===== src/rtl/timer_bank_pkg.sv =====
// timer_bank_pkg: shared types and constants for the timer bank.
// Register offsets, MODE codes, channel state enum, CTRL layout, checks.
package timer_bank_pkg;

   localparam logic [1:0] REG_CTRL   = 2'd0;
   localparam logic [1:0] REG_PRESET = 2'd1;
   localparam logic [1:0] REG_COUNT  = 2'd2;
   localparam logic [1:0] REG_STAT   = 2'd3;

   localparam logic [1:0] MODE_ONESHOT = 2'b00;
   localparam logic [1:0] MODE_AUTO    = 2'b01;

   localparam int CTRL_EN   = 0;
   localparam int CTRL_MODE = 1;
   localparam int CTRL_IM   = 3;
   localparam int CTRL_PS   = 8;

   typedef enum logic [1:0] {
      S_IDLE = 2'd0,
      S_LOAD = 2'd1,
      S_CNT  = 2'd2,
      S_INT  = 2'd3
   } tb_state_t;

   typedef struct packed {
      logic [3:0] ps;
      logic       im;
      logic [1:0] mode;
      logic       en;
   } ctrl_t;

   function automatic bit params_ok(int nch, int cw);
      return (nch >= 1) && (nch <= 8) &&
             (cw >= 8) && (cw <= 32);
   endfunction

   function automatic logic [31:0] ctrl_rd(ctrl_t c);
      return {20'd0, c.ps, 4'd0, c.im, c.mode, c.en};
   endfunction

endpackage


===== src/rtl/timer_channel.sv =====
// timer_channel: one down-counting timer with prescaler, FSM and IRQ.
// Ports: clk, reset(async low), we/rg/wdata write, rdata read, irq level.
module timer_channel
   import timer_bank_pkg::*;
#(
   parameter int CNT_W = 32
) (
   input  logic        clk,
   input  logic        reset,
   input  logic        we,
   input  logic [1:0]  rg,
   input  logic [31:0] wdata,
   output logic [31:0] rdata,
   output logic        irq
);

   ctrl_t            ctrl;
   logic [CNT_W-1:0] preset;
   logic [CNT_W-1:0] count;
   logic [CNT_W-1:0] count_d;
   logic [14:0]      psc;
   logic [14:0]      psc_d;
   logic [14:0]      lim;
   logic             pend;
   logic             tick;
   logic             expire;
   logic             hw_dis;
   logic             wr_ctrl;
   logic             wr_preset;
   logic             wr_stat;
   logic             unused_wd;
   tb_state_t        state;
   tb_state_t        state_d;

   assign wr_ctrl   = we && (rg == REG_CTRL);
   assign wr_preset = we && (rg == REG_PRESET);
   assign wr_stat   = we && (rg == REG_STAT);
   assign unused_wd = ^wdata[31:12];

   // 2^PS - 1; PS=15 wraps the 16-bit shift to the full 15-bit mask
   assign lim  = 15'((16'd1 << ctrl.ps) - 16'd1);
   assign tick = (psc == lim);
   assign irq  = pend & ctrl.im;

   always_comb begin
      state_d = state;
      count_d = count;
      psc_d   = psc;
      expire  = 1'b0;
      hw_dis  = 1'b0;
      unique case (state)
         S_IDLE: begin
            if (ctrl.en) state_d = S_LOAD;
         end
         S_LOAD: begin
            if (!ctrl.en) begin
               state_d = S_IDLE;
            end else begin
               count_d = preset;
               psc_d   = '0;
               state_d = S_CNT;
            end
         end
         S_CNT: begin
            if (!ctrl.en) begin
               state_d = S_IDLE;
            end else begin
               psc_d = tick ? '0 : psc + 15'd1;
               if (tick) begin
                  if (count <= CNT_W'(1)) begin
                     count_d = '0;
                     expire  = 1'b1;
                     state_d = S_INT;
                  end else begin
                     count_d = count - CNT_W'(1);
                  end
               end
            end
         end
         S_INT: begin
            if (ctrl.mode == MODE_AUTO && ctrl.en) begin
               state_d = S_LOAD;
            end else begin
               state_d = S_IDLE;
               hw_dis  = (ctrl.mode != MODE_AUTO);
            end
         end
         default: state_d = S_IDLE;
      endcase
   end

   always_ff @(posedge clk or negedge reset) begin
      if (!reset) begin
         state     <= S_IDLE;
         count     <= '0;
         psc       <= '0;
         pend      <= 1'b0;
         preset    <= '0;
         ctrl.ps   <= '0;
         ctrl.im   <= 1'b0;
         ctrl.mode <= MODE_ONESHOT;
         ctrl.en   <= 1'b0;
      end else begin
         state <= state_d;
         count <= count_d;
         psc   <= psc_d;
         // expiry beats a same-cycle clear
         if (expire)
            pend <= 1'b1;
         else if (wr_stat && wdata[0])
            pend <= 1'b0;
         // software write beats the one-shot auto-disable
         if (wr_ctrl) begin
            ctrl.ps   <= wdata[CTRL_PS +: 4];
            ctrl.im   <= wdata[CTRL_IM];
            ctrl.mode <= wdata[CTRL_MODE +: 2];
            ctrl.en   <= wdata[CTRL_EN];
         end else if (hw_dis) begin
            ctrl.en <= 1'b0;
         end
         if (wr_preset)
            preset <= wdata[CNT_W-1:0];
      end
   end

   always_comb begin
      rdata = '0;
      unique case (1'b1)
         (rg == REG_CTRL):   rdata = ctrl_rd(ctrl);
         (rg == REG_PRESET): rdata = 32'(preset);
         (rg == REG_COUNT):  rdata = 32'(count);
         (rg == REG_STAT):   rdata = {29'd0, state, pend};
      endcase
   end

endmodule


===== src/rtl/timer_bank.sv =====
// timer_bank: NUM_CH timer channels behind one bridge slot.
// Ports: clk, reset(async low), ADD_I/WE_I/DAT_I bus in, DAT_O, IRQ_O.
module timer_bank
   import timer_bank_pkg::*;
#(
   parameter int NUM_CH = 2,
   parameter int CNT_W  = 32
) (
   input  logic              clk,
   input  logic              reset,
   input  logic [7:0]        ADD_I,
   input  logic              WE_I,
   input  logic [31:0]       DAT_I,
   output logic [31:0]       DAT_O,
   output logic [NUM_CH-1:0] IRQ_O
);

   logic [2:0]        ch;
   logic [1:0]        rg;
   logic [NUM_CH-1:0] we;
   logic [31:0]       rd [NUM_CH];
   logic              unused_add;

   assign ch         = ADD_I[6:4];
   assign rg         = ADD_I[3:2];
   assign unused_add = ^{ADD_I[7], ADD_I[1:0]};

   if (!params_ok(NUM_CH, CNT_W)) begin : g_bad
      $error("timer_bank: NUM_CH or CNT_W out of range");
   end

   for (genvar i = 0; i < NUM_CH; i++) begin : g_ch
      assign we[i] = WE_I && (ch == 3'(i));

      timer_channel #(
         .CNT_W (CNT_W)
      ) u_ch (
         .clk   (clk),
         .reset (reset),
         .we    (we[i]),
         .rg    (rg),
         .wdata (DAT_I),
         .rdata (rd[i]),
         .irq   (IRQ_O[i])
      );
   end

   // unpopulated channel slots read as zero
   always_comb begin
      DAT_O = '0;
      for (int i = 0; i < NUM_CH; i++)
         if (ch == 3'(i)) DAT_O = rd[i];
   end

endmodule


===== config.mk =====
export PLATFORM = sky130hd
export DESIGN_NAME = timer_bank
export DESIGN_NICKNAME = d
export VERILOG_FILES = /design/src/rtl/timer_bank_pkg.sv /design/src/rtl/timer_channel.sv /design/src/rtl/timer_bank.sv
export SDC_FILE = /design/constraint.sdc
export NUM_CORES = 1
export LEC_CHECK = 0
export ABC_AREA = 1
export ABC_CLOCK_PERIOD_IN_PS = 4600
export CORE_UTILIZATION = 40
export CTS_CLUSTER_SIZE = 10
export DETAILED_ROUTE_END_ITERATION = 12
export PLACE_DENSITY = 0.6
export SLEW_MARGIN = 20
export SYNTH_ARGS = -nofsm -noshare
export SYNTH_HDL_FRONTEND = slang
export SYNTH_SLANG_ARGS = --single-unit

===== constraint.sdc =====
create_clock -name clk -period 4.6 [get_ports clk]
set_input_delay 0.92 -clock clk [delete_from_list [all_inputs] [get_ports clk]]
set_output_delay 0.92 -clock clk [all_outputs]
set_load 0.01 [all_outputs]

# After elaboration in Yosys (flattened, before gate mapping)
# Index checks and enable logic that the tools add are counted.
dict set report word_totals {
  latchBits 0
  output_inout_bits 34
  word_cells 142
  mem_bits_rw 0
  memories 0
  input_bits 43
  mem_bits_ro 0
  ff_bits 180
}
dict set report op_classes {
  n_addsub 6
  eq_ne 28
  magnitude_cmp 2
  n_bitwise 2
  n_div 0
  mul 0
  mux 56
  n_reduce_logical 28
  shift 2
}
# op count
set ops {}
lappend ops {{32-bit two-way mux} 10}
lappend ops {{32-bit case mux with 4 select lines} 2}
lappend ops {{32-bit case mux with 2 select lines} 2}
lappend ops {{15-bit two-way mux} 6}
lappend ops {{32-bit by 1-bit less-or-equal comparator with 1-bit output, second input constant} 2}
lappend ops {{32-bit by 1-bit subtractor with 32-bit output, second input constant} 2}
lappend ops {{15-bit case mux with 2 select lines} 2}
lappend ops {{15-bit by 1-bit adder with 15-bit output, second input constant} 2}
lappend ops {{15-bit == test} 2}
lappend ops {{1-bit by 4-bit left shift with 15-bit output, first input constant} 2}
lappend ops {{15-bit by 1-bit subtractor with 15-bit output, second input constant} 2}
lappend ops {{1-bit two-way mux} 22}
lappend ops {{2-bit two-way mux} 10}
lappend ops {{2-bit by 1-bit inequality test with 1-bit output, second input constant} 10}
lappend ops {{2-bit case mux with 4 select lines} 2}
lappend ops {{2-bit == test, second input constant} 6}
lappend ops {{1-bit logical AND} 12}
lappend ops {{3-bit inequality test, second input constant} 4}
lappend ops {{3-bit AND reduction} 4}
lappend ops {{2-bit nonzero test} 6}
lappend ops {{2-bit by 1-bit == test with 1-bit output, second input constant} 5}
lappend ops {{4-bit AND reduction} 2}
lappend ops {{2-bit zero test} 3}
lappend ops {{3-bit by 1-bit == test with 1-bit output, second input constant} 1}
lappend ops {{2 further kinds} 3}

# Longest topological paths before layout
dict set report depth {
  word_depth 7
  mapped_depth 21
  ltp_nobuf 18
}

# Cells and area by module
# A second synthesis with hierarchy kept.
dict set report unflattened {
  hier_cells 1812
  hier_area_um2 12410.7
}
# mod area_each_um2 cells_per_inst n_inst seq_area_each_um2
set modules_own_cells {}
lappend modules_own_cells {{timer_channel (g_ch[1].u_ch)} 5850.6 849 1 2252.2}
lappend modules_own_cells {{timer_channel (g_ch[0].u_ch)} 5790.6 846 1 2252.2}
lappend modules_own_cells {timer_bank 769.5 117 1 0.0}

# Worst setup path after synthesis
# OpenSTA, ideal clock, no wires.
dict set report synth_timing {
  path_kind {input -> output}
  from {in ADD_I[6]}
  to {out DAT_O[11]}
  path_stages 6
  slack_ns 1.714
  arrival_ns 1.966
  path_buffers 1
  t_required_ns 3.680
  cell_sequence {nor2_1 -> nand2_1 -> clkinv_1 -> clkbuf_1 -> o21ai_0 -> o22ai_1}
}
dict set report synth_between {
  elab_chain_len 3
  word_cells_on_any_way 4
  cone_classes {eq/ne (1); mux (2); reduce/logical (1)}
}
# item line_no
set synth_lines {}
lappend synth_lines {{from (decl)} timer_bank.sv:11} ;# input logic [7:0] ADD_I,
lappend synth_lines {{3-bit zero test} timer_bank.sv:52} ;# if (ch == 3'(i)) DAT_O = rd[i];
lappend synth_lines {{32-bit two-way mux} timer_bank.sv:52}
lappend synth_lines {{32-bit two-way mux (*)} timer_bank.sv:52}
lappend synth_lines {{to (decl)} timer_bank.sv:14} ;# output logic [31:0] DAT_O,
# Mark *: on every way between the ends. The rest lies on a longest branch, timed or not.

# Worst setup path in the final report
dict set report layout_timing {
  from {in ADD_I[3]}
  to {out DAT_O[6]}
}
dict set report layout_between {
  elab_chain_len 4
  word_cells_on_any_way 8
  cone_classes {eq/ne (3); mux (4); reduce/logical (1)}
}
# item line_no
set layout_lines {}
lappend layout_lines {{2-bit == test, or another cell as far along} timer_channel.sv:132} ;# (rg == REG_STAT): rdata = {29'd0, state, pend};
lappend layout_lines {{32-bit case mux with 4 select lines} timer_channel.sv:128} ;# unique case (1'b1)
lappend layout_lines {{32-bit two-way mux} timer_bank.sv:52}
lappend layout_lines {{32-bit two-way mux (*)} timer_bank.sv:52}
# Marks and branches as above.

==> impl_results.md <==
* Result of the run: completed
* Number of vias in the routed layout at 11700
* Violation count after the first detailed-routing iteration at 1036
* Hold Buf Count CTS at 0
* Die Area at 30600 sq um
* Register clock-pin slew on the reported worst setup and hold paths at 60 ps
* Core ar. at 29100 sq um
* CTS HTree Levels at 4
* Share of the clock period used by the worst path at 0.897
* Ratio of total power to cell area at 514 nW/um^2
* Simple logic cell fraction of the synthesized area at 0.286
* Number of gates resized after cts at 0
* DP HPWL at 27700 um
* DRC at 0
* Setup clock skew after layout at 11.7 ps
* Most used DFF post-synth: dfrtp_1
* Number of antenna violations at the first check in global routing at 0
* Critical Path Source Type: input port
* Maximum root-to-sink buffer count at 2
* Hold Fails Final Rpt at 0
* Setup-violating endpoint count in the final report at 0
* Maximum Capacitance Violations at 0
* Asr flop ratio synth at 1.00
* Xor and xnor fraction of the mapped netlist area at 0.0439
* Largest fanout of any net on the critical path at 43
* Via count of the first global-routing pass at 11000
* Sequential fraction of the synthesis area at 0.376
* Worst slack after detailed placement at 502 ps
* Post-detailed-routing wire length at 37800 um
* Synth cell types at 44
* Latest clock arrival within the worst-skew pair at 450 ps
* VDD IR max at 253 uV
* CP Capture Type: output port
* Final worst setup slack at 473 ps
* Clock tree from TritonCTS: done
* Number of warnings printed during yosys synthesis at 0
* Setup total negative slack at 0 ps
* Final weighted congestion in routability-driven placement at 0.932
* Synthesized area divided by synthesized cell count at 6.97 sq um
* Site Rows at 62
* Synthesized-area fraction occupied by ao, oa, aoi and oai cells at 0.169
* Post-synth EDFFs at 0
* Wire length per cell after detailed routing at 17.5 um
* Post-synthesis net count at 1779
* Die width at 175 um
* Share of cell area taken by muxes after synthesis at 0.00753
* Avg Vias per Cell at 5.45
* Hold Crit Class: register to register
* Count of buffers inserted at the top-level ports at 73
* Layout overhead on the synthesized area at 13.4%
* Wire length of the first global-routing pass at 61000 um
* WS Path Type: input port to output port
* Post-route minimum period at 4130 ps
* Inserted Diodes at 0
* Largest net degree at the start of global routing at 91
* Share of post-route cells with drive strength above 1 at 0.0542
* Post-Syn Area at 12000 sq um
* Drt pass-1 iters at 5
* Main combinational cell family by area after synthesis: simple AND/OR/NAND/NOR gates
* Share of synthesized cell area in full adder, half adder and majority cells at 0.0188
* Fill cell instance count of the final layout at 2959
* Buffers inserted by post-CTS timing repair at 0
* Endpoint arrival time on the critical path at 3210 ps
* Final Net Count at 1818
* Clock sink total at 180
* Total placed cells including tap cells at 2122
* Data required time of the critical path at 3680 ps
* Highest Clock Rate at 242 MHz
* Vertical die dimension at 175 um
* Root buffer cell: clkbuf_16
* GRT Overall Usage at 0.254
* Non-filler instance count after layout at 2154
* Max-slew headroom at the worst pin at 0.300
* TritonCTS Buffers at 17
* Unrepaired setup endpoints after global routing: false
* Gr ovfl total at 0
* Static leakage at 6.32 nW
* Antenna Nets Post-Route at 0
* Initial standard-cell utilization of the core at 0.412
* # IOs at 77
* Max Transition Viols Final at 0
* Number of synthesized register bits at 180
* Post-Syn Instances at 1718
* Worst Tran Pin Value at 1050 ps
area by class of cell:
class / count / area [sq um] / share of cell area
Multi-Input combinational cell: 1251 / 6300 / 0.464
Tap cell: 384 / 480 / 0.0354
Timing Repair Buffer: 93 / 897 / 0.0661
Inverter: 214 / 806 / 0.0594
Sequential cell: 180 / 4500 / 0.332
Clock buffer: 19 / 453 / 0.0334
Clock inverter: 13 / 133 / 0.00977
state kept, by name, indices dropped and copies added (netlist names):
name / cells
g_ch.u_ch.count: 64
g_ch.u_ch.ctrl: 16
g_ch.u_ch.pend: 2
g_ch.u_ch.preset: 64
g_ch.u_ch.psc: 30
g_ch.u_ch.state: 4
path summary, 6_finish.rpt:
kind / endpoint / slack [ps] / cells past startpoint / from
max: DAT_O[6] / 470 / 8 / ADD_I[3]
min in group asynchronous: g_ch[0].u_ch.psc[0] / 530 / 1 / reset
max reg2reg: g_ch[1].u_ch.count[23] / 1130 / 16 / g_ch[1].u_ch.ctrl[5]
max in group asynchronous: g_ch[0].u_ch.preset[17] / 3110 / 2 / reset
min reg2reg: g_ch[0].u_ch.count[1] / 480 / 2 / g_ch[0].u_ch.count[1]
min: g_ch[0].u_ch.count[1] / 480 / 2 / g_ch[0].u_ch.count[1]
per-layer routing:
layer,vias up,wire length (um),global-route usage
met3,41,1990,0.0381
li1,5692,-,-
met1,5644,18000,0.367
met5,-,0,0
met2,353,17000,0.396
met4,0,699,0.0634
Yosys cell counts, types with 2 or more instances:
| library cell | number | area share |
|---|---|---|
| nand2_1 | 445 | 0.14 |
| inv_1 | 204 | 0.064 |
| nor2_1 | 198 | 0.062 |
| dfrtp_1 | 180 | 0.38 |
| nand3_1 | 113 | 0.047 |
| o21ai_0 | 108 | 0.045 |
| o22ai_1 | 76 | 0.040 |
| a21oi_1 | 68 | 0.028 |
| xor2_1 | 54 | 0.040 |
| clkbuf_1 | 43 | 0.013 |
| o21ai_1 | 25 | 0.010 |
| a22o_1 | 24 | 0.018 |
| nand4_1 | 22 | 0.011 |
| nor3_1 | 19 | 0.0079 |
| ha_1 | 18 | 0.019 |
| buf_2 | 14 | 0.0059 |
| nand2_2 | 10 | 0.0052 |
| a22oi_1 | 9 | 0.0056 |
| a221oi_1 | 8 | 0.0059 |
| buf_4 | 8 | 0.0050 |
| mux2_2 | 8 | 0.0075 |
| a31oi_1 | 7 | 0.0037 |
| buf_6 | 7 | 0.0066 |
| o21ai_2 | 6 | 0.0044 |
| xnor2_1 | 6 | 0.0044 |
| clkinv_1 | 5 | 0.0016 |
| inv_2 | 4 | 0.0013 |
| nor2_4 | 4 | 0.0038 |
| a41oi_1 | 3 | 0.0022 |
| and3_1 | 3 | 0.0016 |
| nor2_2 | 3 | 0.0016 |
| a21oi_4 | 2 | 0.0027 |
| nand3b_1 | 2 | 0.0013 |
| nor4_1 | 2 | 0.0010 |
worst max-delay path, stage by stage:
cell and delay, ps:
clkdlybuf4s50_1 610, inv_1 60, nor2_1 160, inv_2 170, buf_12 210, o22ai_1 220
a22o_1 260, clkdlybuf4s50_1 580
cell usage in the layout (no fill, tap or decap), types with 7 or more instances in the layout:
master / count
nand3_1: 113
ha_1: 18
o22ai_1: 76
a31oi_1: 7
a21oi_1: 68
nand2_1: 444
mux2_2: 8
nand2_2: 11
xor2_1: 54
a22oi_1: 9
a221oi_1: 8
nand4_1: 22
buf_4: 19
nor3_1: 19
o21ai_0: 108
o21ai_1: 25
nor2_1: 196
clkbuf_16: 17
dfrtp_1: 180
a22o_1: 24
clkdlybuf4s50_1: 72
inv_1: 204
power breakdown:
group	internal, W	leakage (nW)	total, W	switching [W]
Combinational	0.000990	3.82	0.00290	0.00191
Sequential	0.00202	2.22	0.00257	0.000552
Clock	0.000827	0.281	0.00150	0.000678
Total	0.00384	6.32	0.00697	0.00314
stage by stage:
stage | cell area (sq um) | hold slack [ps] | util | power [W]
after floorplan | 12000 | 442 | - | 0.00458
after global placement | 13000 | 459 | 0.446 | 0.00540
after detailed placement | 13000 | 464 | 0.446 | 0.00544
after CTS | 13600 | 483 | 0.467 | 0.00696
after global routing | 13600 | 537 | 0.467 | 0.00751
final | 13600 | 484 | 0.467 | 0.00697
kinds of logic (layout without fill, tap and decap cells):
kind of cell	after synthesis	in the layout
AND/OR/NAND/NOR	824	824
AO/OA/AOI/OAI	341	341
buffers and inverters	287	339
flip-flops	180	180
XOR/XNOR	60	60
adder cells (fa/ha/maj)	18	18
multiplexers	8	8
(Power assumes the default switching activity.)
